$ cat src/rtl/cpu_pkg.sv
// rtl/cpu_pkg.sv - opcodes, instruction field positions and sequencer state encoding
package cpu_pkg;

   localparam logic [3:0] OP_LDI  = 4'h0;
   localparam logic [3:0] OP_ST   = 4'h1;
   localparam logic [3:0] OP_LD   = 4'h2;
   localparam logic [3:0] OP_ADDI = 4'h3;
   localparam logic [3:0] OP_JMP  = 4'hE;
   localparam logic [3:0] OP_HALT = 4'hF;

   localparam int OPC_MSB = 15;
   localparam int OPC_LSB = 12;
   localparam int REG_MSB = 11;
   localparam int REG_LSB = 8;
   localparam int IMM_MSB = 7;
   localparam int IMM_LSB = 0;

   typedef enum logic [2:0] {
      S_IDLE,
      S_FETCH,
      S_DECODE,
      S_ISSUE,
      S_HALTED,
      S_STEP_WAIT
   } seq_state_e;

endpackage

$ cat src/rtl/instr_sequencer_if.sv
// rtl/instr_sequencer_if.sv - instruction memory request/valid fetch bus
interface instr_sequencer_if #(
   parameter int PC_W = 8
);
   logic            imem_req;
   logic [PC_W-1:0] imem_addr;
   logic            imem_valid;
   logic [15:0]     imem_rdata;

   modport master (
      output imem_req,
      output imem_addr,
      input  imem_valid,
      input  imem_rdata
   );

   modport slave (
      input  imem_req,
      input  imem_addr,
      output imem_valid,
      output imem_rdata
   );
endinterface

$ cat src/rtl/instr_classify.sv
// rtl/instr_classify.sv - combinational opcode classifier
module instr_classify
   import cpu_pkg::*;
(
   input  logic [3:0] opcode,
   output logic       is_datapath,
   output logic       is_jump,
   output logic       is_halt,
   output logic       is_illegal
);

   // Exactly one class flag is high for every opcode value.
   always_comb begin
      is_datapath = 1'b0;
      is_jump     = 1'b0;
      is_halt     = 1'b0;
      is_illegal  = 1'b0;
      case (opcode)
         OP_LDI, OP_ST, OP_LD, OP_ADDI: is_datapath = 1'b1;
         OP_JMP:                        is_jump     = 1'b1;
         OP_HALT:                       is_halt     = 1'b1;
         default:                       is_illegal  = 1'b1;
      endcase
   end

endmodule

$ cat src/rtl/instr_sequencer.sv
// rtl/instr_sequencer.sv - fetch/decode/issue program sequencer; optional single-step via INSTR_SEQ_STEP_EN
module instr_sequencer
   import cpu_pkg::*;
#(
   parameter int PC_W         = 8,
   parameter int ISSUE_CYCLES = 2
) (
   input  logic            clk,
   input  logic            reset,
   input  logic            start,
`ifdef INSTR_SEQ_STEP_EN
   input  logic            step,
`endif
   instr_sequencer_if.master imem,
   output logic [15:0]     instr,
   output logic            instr_valid,
   output logic [PC_W-1:0] pc,
   output logic            busy,
   output logic            done,
   output logic            err,
   output logic [15:0]     retired
);

   localparam int CNT_W = (ISSUE_CYCLES > 1) ? $clog2(ISSUE_CYCLES) : 1;
   localparam logic [CNT_W-1:0] CNT_LAST = CNT_W'(ISSUE_CYCLES - 1);

   seq_state_e      state_q, state_d;
   logic [PC_W-1:0] pc_q, pc_d;
   logic [15:0]     ir_q, ir_d;
   logic [15:0]     retired_q, retired_d;
   logic            err_q, err_d;
   logic [CNT_W-1:0] cnt_q, cnt_d;
   logic [15:0]     instr_q, instr_d;
   logic            instr_valid_q, instr_valid_d;

   logic is_datapath, is_jump, is_halt, is_illegal;

   instr_classify u_classify (
      .opcode      (ir_q[OPC_MSB:OPC_LSB]),
      .is_datapath (is_datapath),
      .is_jump     (is_jump),
      .is_halt     (is_halt),
      .is_illegal  (is_illegal)
   );

   // State register and architectural state; reset clears everything without a clock.
   always_ff @(posedge clk or posedge reset) begin
      if (reset) begin
         state_q       <= S_IDLE;
         pc_q          <= '0;
         ir_q          <= '0;
         retired_q     <= '0;
         err_q         <= 1'b0;
         cnt_q         <= '0;
         instr_q       <= '0;
         instr_valid_q <= 1'b0;
      end else begin
         state_q       <= state_d;
         pc_q          <= pc_d;
         ir_q          <= ir_d;
         retired_q     <= retired_d;
         err_q         <= err_d;
         cnt_q         <= cnt_d;
         instr_q       <= instr_d;
         instr_valid_q <= instr_valid_d;
      end
   end

   // Next-state logic; the CPU-facing instruction is registered off the next state.
   always_comb begin
      state_d   = state_q;
      pc_d      = pc_q;
      ir_d      = ir_q;
      retired_d = retired_q;
      err_d     = err_q;
      cnt_d     = cnt_q;
      case (state_q)
         S_IDLE, S_HALTED: begin
            if (start) begin
               state_d   = S_FETCH;
               pc_d      = '0;
               retired_d = '0;
               err_d     = 1'b0;
            end
         end
         S_FETCH: begin
            if (imem.imem_valid) begin
               ir_d    = imem.imem_rdata;
               state_d = S_DECODE;
            end
         end
         S_DECODE: begin
            if (is_datapath) begin
               state_d = S_ISSUE;
               cnt_d   = '0;
            end else if (is_jump) begin
               pc_d    = ir_q[PC_W-1:0];
               state_d = S_FETCH;
            end else begin
               err_d   = err_q | is_illegal;
               state_d = S_HALTED;
            end
         end
         S_ISSUE: begin
            if (cnt_q == CNT_LAST) begin
               pc_d = pc_q + 1'b1;
               if (retired_q != 16'hFFFF) begin
                  retired_d = retired_q + 16'd1;
               end
`ifdef INSTR_SEQ_STEP_EN
               state_d = S_STEP_WAIT;
`else
               state_d = S_FETCH;
`endif
            end else begin
               cnt_d = cnt_q + 1'b1;
            end
         end
`ifdef INSTR_SEQ_STEP_EN
         S_STEP_WAIT: begin
            if (step) begin
               state_d = S_FETCH;
            end
         end
`endif
         default: state_d = S_IDLE;
      endcase
      instr_valid_d = (state_d == S_ISSUE);
      instr_d       = instr_valid_d ? ir_q : 16'h0000;
   end

   // Output decode from registered state.
   always_comb begin
      imem.imem_req  = (state_q == S_FETCH);
      imem.imem_addr = (state_q == S_FETCH) ? pc_q : '0;
      busy           = (state_q == S_FETCH) || (state_q == S_DECODE) ||
                       (state_q == S_ISSUE) || (state_q == S_STEP_WAIT);
      done           = (state_q == S_HALTED);
      instr          = instr_q;
      instr_valid    = instr_valid_q;
      pc             = pc_q;
      err            = err_q;
      retired        = retired_q;
   end

endmodule

$ cat src/flat_wrapper.sv
// flat-port wrapper written by rule: the top's interface ports become plain ports
module instr_sequencer_flat import cpu_pkg::*;
#(
   parameter int PC_W         = 8,
   parameter int ISSUE_CYCLES = 2
)
  (clk, reset, start, instr, instr_valid, pc, busy, done, err, retired, imem_imem_req, imem_imem_addr, imem_imem_valid, imem_imem_rdata);
  instr_sequencer_if #(.PC_W(PC_W)) imem_i ();
  input  logic clk;
  input  logic reset;
  input  logic start;
  output logic [15:0] instr;
  output logic instr_valid;
  output logic [PC_W-1:0] pc;
  output logic busy;
  output logic done;
  output logic err;
  output logic [15:0] retired;
  output wire logic [$bits(imem_i.imem_req)-1:0] imem_imem_req;
  output wire logic [$bits(imem_i.imem_addr)-1:0] imem_imem_addr;
  input wire logic [$bits(imem_i.imem_valid)-1:0] imem_imem_valid;
  input wire logic [$bits(imem_i.imem_rdata)-1:0] imem_imem_rdata;
  assign imem_imem_req = imem_i.imem_req;
  assign imem_imem_addr = imem_i.imem_addr;
  assign imem_i.imem_valid = imem_imem_valid;
  assign imem_i.imem_rdata = imem_imem_rdata;
  instr_sequencer #(.PC_W(PC_W), .ISSUE_CYCLES(ISSUE_CYCLES)) u_core (.clk(clk), .reset(reset), .start(start), .imem(imem_i), .instr(instr), .instr_valid(instr_valid), .pc(pc), .busy(busy), .done(done), .err(err), .retired(retired));
endmodule
$ cat config.mk
export PLATFORM = sky130hd
export DESIGN_NAME = instr_sequencer_flat
export DESIGN_NICKNAME = d
export VERILOG_FILES = /design/src/rtl/cpu_pkg.sv /design/src/rtl/instr_sequencer_if.sv /design/src/rtl/instr_classify.sv /design/src/rtl/instr_sequencer.sv /design/src/flat_wrapper.sv
export SDC_FILE = /design/constraint.sdc
export NUM_CORES = 1
export LEC_CHECK = 0
export CORE_ASPECT_RATIO = 0.5
export CORE_MARGIN = 4
export CORE_UTILIZATION = 50
export CTS_BUF_LIST = sky130_fd_sc_hd__clkbuf_4 sky130_fd_sc_hd__clkbuf_8 sky130_fd_sc_hd__clkbuf_16
export DETAILED_ROUTE_END_ITERATION = 6
export PLACE_DENSITY = 0.83
export REMOVE_ABC_BUFFERS = 1
export SLEW_MARGIN = 20
export SYNTH_ARGS = -nofsm -noshare
export SYNTH_HDL_FRONTEND = slang
export SYNTH_SLANG_ARGS = --single-unit
$ cat constraint.sdc
create_clock -name clk -period 2.2 [get_ports clk]
set_input_delay 0.33 -clock clk [delete_from_list [all_inputs] [get_ports clk]]
set_output_delay 0.33 -clock clk [all_outputs]
set_load 0.005 [all_outputs]
# Yosys cells after proc, flatten, opt, wreduce, memory -nomap -nowiden
# Index checks and enable logic that the tools add are counted.
[totals]
register_bits = 62
inputBits = 20
latchBits = 0
romBits = 0
n_memories = 0
mem_bits_rw = 0
out_inout_bits = 53
word_cells = 75
[classes]
add_sub_neg = 3
n_eq_ne = 19
n_reduce_logical = 17
bitwise = 1
div_mod_pow = 0
magnitude_cmp = 0
mux = 27
shift = 0
n_mul = 0
[ops]
columns = ["cell", "count"]
rows = [
  ["$mux 16", 4],
  ["$mux 8", 5],
  ["$pmux 16 s2", 1],
  ["$pmux 8 s3", 1],
  ["$add 16x1->16 const B", 1],
  ["$ne 16x16->1 const B", 1],
  ["$mux 3", 5],
  ["$pmux 3 s4", 1],
  ["$eq 3x2->1 const B", 3],
  ["$add 8x1->8 const B", 1],
  ["$eq 4x2->1 const B", 2],
  ["$eq 4x4->1 const B", 2],
  ["$mux 1", 8],
  ["$ne 2x1->1 const B", 4],
  ["$reduce_and 4->1", 2],
  ["$eq 3x3->1 const B", 2],
  ["$ne 2x2->1 const B", 3],
  ["$reduce_bool 2->1", 3],
  ["$reduce_or 6->1", 1],
  ["$reduce_and 5->1", 1],
  ["$eq 4x1->1 const B", 1],
  ["$logic_not 4->1", 1],
  ["$pmux 1 s2", 2],
  ["$reduce_and 2->1", 2],
  ["8 further kinds", 10],
]

# Depth between registers and ports, before layout
# Gate-level depths: netlist (run 1).
[logic_depth]
ltp_word = 7
ltp_mapped = 7
mapped_depth_nobuf = 5

# Modules after synthesis
# Synthesis (run 1) repeated with hierarchy kept, for this count alone.
[unflattened]
hier_cells = 277
area_unflattened_um2 = 2929.1
[by_module_without_submodules]
columns = ["mod", "seq_area_each_um2", "cells_each", "instances", "area_each_um2"]
rows = [
  ["instr_sequencer", 1551.5, 271, 1, 2896.5],
  ["instr_classify", 0.0, 6, 1, 32.5],
]

# Worst setup path after synthesis (run 1)
# Ideal clock, no wire load.
[synth_path]
path_kind = "reg-to-reg"
startpoint = "register u_core.retired_q[0] (netlist: u_core.retired[0])"
endpoint = "register u_core.retired_q[15] (netlist: u_core.retired[15])"
required_ns = 2.121
path_buffers = 1
setup_ns = 0.079
slack_ns = 0.397
stages_incl_launch_ff = 7
synth_period_minus_slack_ns = 1.803
t_arrival_ns = 1.723
path_cell_list = "dfrtp_1 > ha_1 > and4_1 > nor3b_2 > buf_4 > nor4_1 > mux2i_1"
[synth_between]
elab_chain_cells = 4
word_cells_on_any_way = 7
classes_between = "1 x add/sub; 2 x eq/ne; 3 x mux; 1 x reduce/logical"
[synth_rtl]
columns = ["item", "line_no", "rtl"]
rows = [
  ["from (decl)", "instr_sequencer.sv:30", "logic [15:0] retired_q, retired_d;"],
  ["from (signal assigned)", "instr_sequencer.sv:61", "retired_q <= retired_d;"],
  ["$add 16x1->16", "instr_sequencer.sv:108", "retired_d = retired_q + 16'd1;"],
  ["$mux 16", "instr_sequencer.sv:107", "if (retired_q != 16'hFFFF) begin"],
  ["$mux 16", "instr_sequencer.sv:105", "if (cnt_q == CNT_LAST) begin"],
  ["$pmux 16 s2", "instr_sequencer.sv:77", "case (state_q)"],
]
# Parallel ways exist; a longest one is shown, timed or not. The select of a mux whose other input is x is not followed.
# A chain may end at the register's enable or synchronous reset.

# Worst setup path after layout (run 1)
[layout_path]
startpoint = "register u_core.state_q[1]"
endpoint = "output port imem_imem_addr[2]"
[layout_between]
elab_chain_cells = 2
[layout_rtl]
columns = ["item", "line_no", "rtl"]
rows = [
  ["from (decl)", "instr_sequencer.sv:27", "seq_state_e state_q, state_d;"],
  ["from (signal assigned)", "instr_sequencer.sv:58", "state_q <= state_d;"],
  ["$eq 3x1->1", "instr_sequencer.sv:135", "imem.imem_addr = (state_q == S_FETCH) ? pc_q : '0;"],
  ["$mux 8", "instr_sequencer.sv:135", ""],
  ["to (decl)", "flat_wrapper.sv:20", "output wire logic [$bits(imem_i.imem_addr)-1:0] imem_imem_addr;"],
]
# No other way between the ends.

==> results of run 1 <==
## cells by family after synthesis
logic type	synth area share (%)
DFF	50.43
buffers and inverters	4.432
muxes	9.475
AOI/OAI and AO/OA	13.79
and+or+nand+nor	21.07
adders and majority gates	0.8132
## power groups by stage
| stage | Sequential, mW | Clock (mW) | Combinational [mW] |
|---|---|---|---|
| final | 1.72 | 1.61 | 1.72 |
| after global routing | 1.76 | 1.69 | 1.87 |
| after CTS | 1.70 | 1.63 | 1.54 |
| after detailed placement | 1.71 | 0 | 1.52 |
| after global placement | 1.70 | 0 | 1.46 |
| after floorplan | 1.69 | 0 | 0.777 |
## synth_stat cells (5+ instances only)
library cell  count  area (um^2)
nor3_1            6        30.03
nand2b_1          8        50.05
dfrtp_1          62         1551
o21ai_0          13        65.06
inv_1             6        22.52
buf_4             5        37.54
o31ai_1          10        75.07
nor2_1            9        33.78
mux2i_1          10        100.1
a21oi_1          11        55.05
nand3_1           6        30.03
and3_1            9        56.30
and2_1           23        143.9
nand2_1          19        71.32
mux2_2           17        191.4
clkbuf_1          8        30.03
a211oi_1          5        37.54
## timing repair
action                     4_1_cts  5_1_grt
setup endpoints to repair        8        8
gates resized for setup          1       11
cloned                           0        1
setup buffers                    0        8
## registers in the layout (all words and copies together) (netlist names)
name                count
u_core.state_q          3
u_core.retired         16
u_core.instr_valid      1
u_core.err              1
u_core.ir_q            16
u_core.instr           16
u_core.pc               8
u_core.cnt_q            1
## per-stage QoR
step	cells	util, %	cell area (um^2)	total power, mW
2_1_floorplan	267	-	2967	2.472
3_3_place_gp	426	68.29	3896	3.152
3_5_place_dp	426	68.29	3896	3.231
4_1_cts	441	74.30	4239	4.875
5_1_grt	450	76.03	4338	5.323
6_report	450	76.03	4338	5.054
## worst paths after layout
path / startpoint / endpoint
setup / recovery: u_core.state_q[1] / imem_imem_addr[2]
hold / removal: reset / u_core.cnt_q
setup reg to reg: u_core.retired[1] / u_core.retired[9]
hold reg to reg: u_core.err / u_core.err
max in group asynchronous: reset / u_core.ir_q[3]
min in group clk: u_core.err / u_core.err
## layout make-up
| class | instances | area (um^2) |
|---|---|---|
| Sequential cell | 62 | 1554 |
| Multi-Input combinational cell | 198 | 1395 |
| Timing Repair Buffer | 95 | 929.6 |
| Tap cell | 73 | 91.34 |
| Inverter | 7 | 26.28 |
| Fill cell | 368 | 1368 |
| Clock inverter | 4 | 95.09 |
| Clock buffer | 11 | 246.5 |
## routing by layer
metal  vias up  wire length (um)  global-route usage [%]
li1       1219                 -                       -
met1      1299              3281                   26.82
met2        99              4037                   36.47
met5         -                 0                       0
met3        21               465                   6.881
met4         0               165                   8.514
==> results.cfg, run 1 <==
[floorplanning]
rows = 19
dieArea_um2 = 7549
core_um2 = 5705
die-width_um = 118.9
ios = 73
die_h_um = 63.47
initial_utilization_pct = 53.93

[setup_path]
cp.required_ns = 1.87
crit_family = buffers and inverters
r2r_slack_ns = 0.18
ff2ff_path_depth = 6
cp_num_buf_inv = 2
cp.arrival_ns = 1.79
crit_type = flop to primary output
end_kind = primary output
cp.depth = 4
max_stage_delay_ns = 0.50
crit_slowest_cell = clkdlybuf4s50_1
path_cells = nor3b_4 -> buf_6 -> and2_1 -> clkdlybuf4s50_1
path_max_fanout = 6
startpoint_type = flop

[drt]
drt-total-wl_um = 7951
drt_iter0_markers = 259
wl_per_cell_um = 17.67
first_pass_iters = 7
drc = 0
postRouteAntennaNets = 0
via_per_inst = 5.862
vias = 2638

[power_and_ir_drop]
net-switching-power_mw = 1.568
swShare_pct = 31.03
power_frac_clock_pct = 32.0
p_int_mw = 3.485
combPwrFrac_pct = 34.1
power_density_nw_per_um2 = 1165
ir_drop_v = 0.0007613
p_leak_nw = 1.961
sequentialPowerShare_pct = 33.9

[clocking]
cts_max_level = 3
ctsLongestPathBuffers = 2
clk_pin_slew_worst_paths_ns = 0.05
numCtsBuffers = 9
cts_tree = yes
clk_latency_ns = 0.33
cts.hold.buffers_added = 0
root_buffer = clkbuf_16
clock-sinks = 62

[placement]
port_buffers = 72
gp_congestion = 0.8728
pre_cts_slack_ns = 0.09124
dp_hpwl_um = 5360

[logic_synthesis]
ys_types = 50
synth_seq_cells = 62
synth_edf_count = 0
synth-main-ff-cell = dfrtp_1
ys_seq_area_share_pct = 50.43
synth_area_um2 = 3077
yosys_warnings = 0
netlist_instances = 285
synth-async-reset-ratio_pct = 100.0
syn_area_per_cell_um2 = 10.80

[final_layout]
area_growth_syn_to_layout_pct = 40.99
final_common_cell = clkdlybuf4s50_1
final_nets = 395
antenna_cells = 0
final_cell_mix = clkdlybuf4s50_1, dfrtp_1, and2_1
drive_above_1_share_pct = 17.51

[flow_run]
drv_cap = 0

[sta]
finalCriticalPeriod_ns = 2.120
clock_skew_ns = 0.005233
drv_slew = 0
hold_violations = 0
slew_headroom_pct = 71.82
hold_slack_ns = 0.3116
rsz0062_at_grt = false
fin_ws_ns = 0.07965
max_freq_mhz = 471.6
worstMarginPinSlew_ns = 0.4214
finalSetupViolations = 0
setup_tns_ns = 0
fin_crit_sh_pct = 96.38

[grt]
track_usage_pct = 21.89
grt_pass1_vias = 2662
grt_max_degree = 31
gr-total-overflow = 0
antenna_found_initial = 0
grt_pass1_wl_um = 13080

[hold_path]
hold_class = input pin to asynchronous set/reset pin

[status]
status = finished, final reports clean
(Power assumes the default switching activity.)
==> run 2, diff against run 1 <==
CORE_UTILIZATION = 51   (was 50)
CTS_BUF_LIST = sky130_fd_sc_hd__clkbuf_4   (was sky130_fd_sc_hd__clkbuf_4 sky130_fd_sc_hd__clkbuf_8 sky130_fd_sc_hd__clkbuf_16)
PLACE_DENSITY = 0.85   (was 0.83)
==> run 2 against run 1 <==
- hold slack lost 0.090 ns
- final cell count decreased by 0.67%
- highest routed layer unchanged
- non-clock buffer count is 3 lower
- largest power group unchanged
- clock skew is 0.011 ns higher
- setup slack better by 0.017 ns
- sequential cell count did not move
- clock-buffer cell count decreased by 2
==> results.cfg, run 2 (same netlist as run 1, synthesis figures left out) <==
[status]
status = finished, final reports clean

[power_and_ir_drop]
power_frac_clock_pct = 20.0
power_density_nw_per_um2 = 1028
net-switching-power_mw = 1.467
combPwrFrac_pct = 39.8
p_leak_nw = 1.819
ir_drop_v = 0.0005731
swShare_pct = 34.87
sequentialPowerShare_pct = 40.2
p_int_mw = 2.740

[clocking]
cts.hold.buffers_added = 0
clk_latency_ns = 0.41
cts_tree = yes
clk_pin_slew_worst_paths_ns = 0.10
root_buffer = clkbuf_4
clock-sinks = 62
numCtsBuffers = 9
cts_max_level = 3
ctsLongestPathBuffers = 2

[grt]
track_usage_pct = 21.65
gr-total-overflow = 0
antenna_found_initial = 0
grt_pass1_wl_um = 12960
grt_pass1_vias = 2634
grt_max_degree = 47

[sta]
max_freq_mhz = 475.5
worstMarginPinSlew_ns = 0.4022
rsz0062_at_grt = false
setup_tns_ns = 0
slew_headroom_pct = 73.15
finalSetupViolations = 0
hold_slack_ns = 0.2218
hold_violations = 0
drv_slew = 0
fin_crit_sh_pct = 95.59
finalCriticalPeriod_ns = 2.103
clock_skew_ns = 0.01617

[placement]
gp_congestion = 0.9121
dp_hpwl_um = 5412
port_buffers = 72
placed_cells = 425
placedInstanceArea_um2 = 3889

[floorplanning]
rows = 19
ios = 73
dieArea_um2 = 7415
die-width_um = 117.8
initial_utilization_pct = 54.38
core_um2 = 5658
die_h_um = 62.92

[setup_path]
crit_type = flop to primary output
rr_startpoint = u_core.retired[1]
path_max_fanout = 4
end_kind = primary output
startpoint_type = flop
cp-startpoint = u_core.state_q[2]
cp.arrival_ns = 1.77
cp.required_ns = 1.87

[drt]
wl_per_cell_um = 17.09
drt_iter0_markers = 175
via_per_inst = 5.872
drc = 0
first_pass_iters = 4
drt-total-wl_um = 7640
postRouteAntennaNets = 0
vias = 2625

[final_layout]
drive_above_1_share_pct = 16.58
fillers = 411
final_cell_mix = clkdlybuf4s50_1, dfrtp_1, and2_1
final_cell_area_um2 = 4094
antenna_cells = 0
final_cells = 447
final_common_cell = clkdlybuf4s50_1
area_growth_syn_to_layout_pct = 33.06
multiInputGateArea_um2 = 1401
final_nets = 392
final-seq-area_um2 = 1555

[hold_path]
hold_class = input pin to asynchronous set/reset pin

[flow_run]
drv_cap = 0
-- run 2: cell count changes in the layout (fill, tap and decap cells not counted), sizes merged --
cell / delta
buf: -3
bufinv: -1
clkbuf: -2
clkdlybuf4s50: -3
clkinv: +3
dlygate4sd2: +8
dlymetal6s2s: -5
-- run 2: power by group through the flow --
| stage | logic (mW) | clock network (mW) | registers [mW] |
|---|---|---|---|
| 6_report | 1.67 | 0.842 | 1.69 |
| 5_1_grt | 1.82 | 0.907 | 1.73 |
| 4_1_cts | 1.67 | 0.858 | 1.68 |
| 3_5_place_dp | 1.49 | 0 | 1.75 |
| 3_3_place_gp | 1.42 | 0 | 1.72 |
| 2_1_floorplan | 0.777 | 0 | 1.69 |
-- run 2: stage by stage --
stage                     setup slack, ns  power [mW]  utilization, %
after floorplan                    0.1341       2.472               -
after global placement             0.1558       3.144           68.73
after detailed placement          0.04361       3.244           68.73
after CTS                         0.09830       4.208           72.25
after global routing              0.01193       4.462           72.36
final                             0.09691       4.207           72.36
-- run 2: final timing paths --
path / endpoint / slack [ns] / cells past startpoint
max: imem_imem_req / 0.1 / 3
min: u_core.retired[8] / 0.22 / 2
max reg2reg: u_core.retired[14] / 0.15 / 5
min reg2reg: u_core.err / 0.49 / 1
max in group asynchronous: u_core.state_q[2] / 1.40 / 3
min in group clk: u_core.err / 0.49 / 1
-- run 2: cell type report --
type                            count  area share [%]
Sequential cell                    62           37.99
Multi-Input combinational cell    198           34.23
Timing Repair Buffer               92           21.36
Tap cell                           73           2.231
Clock inverter                      6           1.895
Clock buffer                        9           1.650
Inverter                            7          0.6418
-- run 2: routing by layer --
| layer | wire (um) | track usage [%] | vias to the layer above |
|---|---|---|---|
| li1 | - | - | 1211 |
| met1 | 3088 | 25.85 | 1288 |
| met2 | 3932 | 37.88 | 110 |
| met3 | 493 | 7.324 | 16 |
| met4 | 125 | 5.547 | 0 |
| met5 | 0 | 0 | - |
-- run 2: timing repair --
| item | in CTS | in global routing |
|---|---|---|
| hold endpoints to repair | 0 | 0 |
| setup buffers | 6 | 0 |
| cloned | 1 | 0 |
| pin swaps | 1 | 0 |
| setup endpoints to repair | 9 | 5 |
| gates resized for setup | 14 | 1 |
-- run 2: worst max-delay path, cell delays in order, from the launching register on --
cell and delay, ns:
dfrtp_2 0.44, nor3b_4 0.27, buf_2 0.18, clkdlybuf4s50_1 0.50
==> run 3, diff against run 2 <==
CAP_MARGIN = 10   (was default)
==> results of run 3 <==
The final DEF is identical to that of run 2; final timing and power are the same.
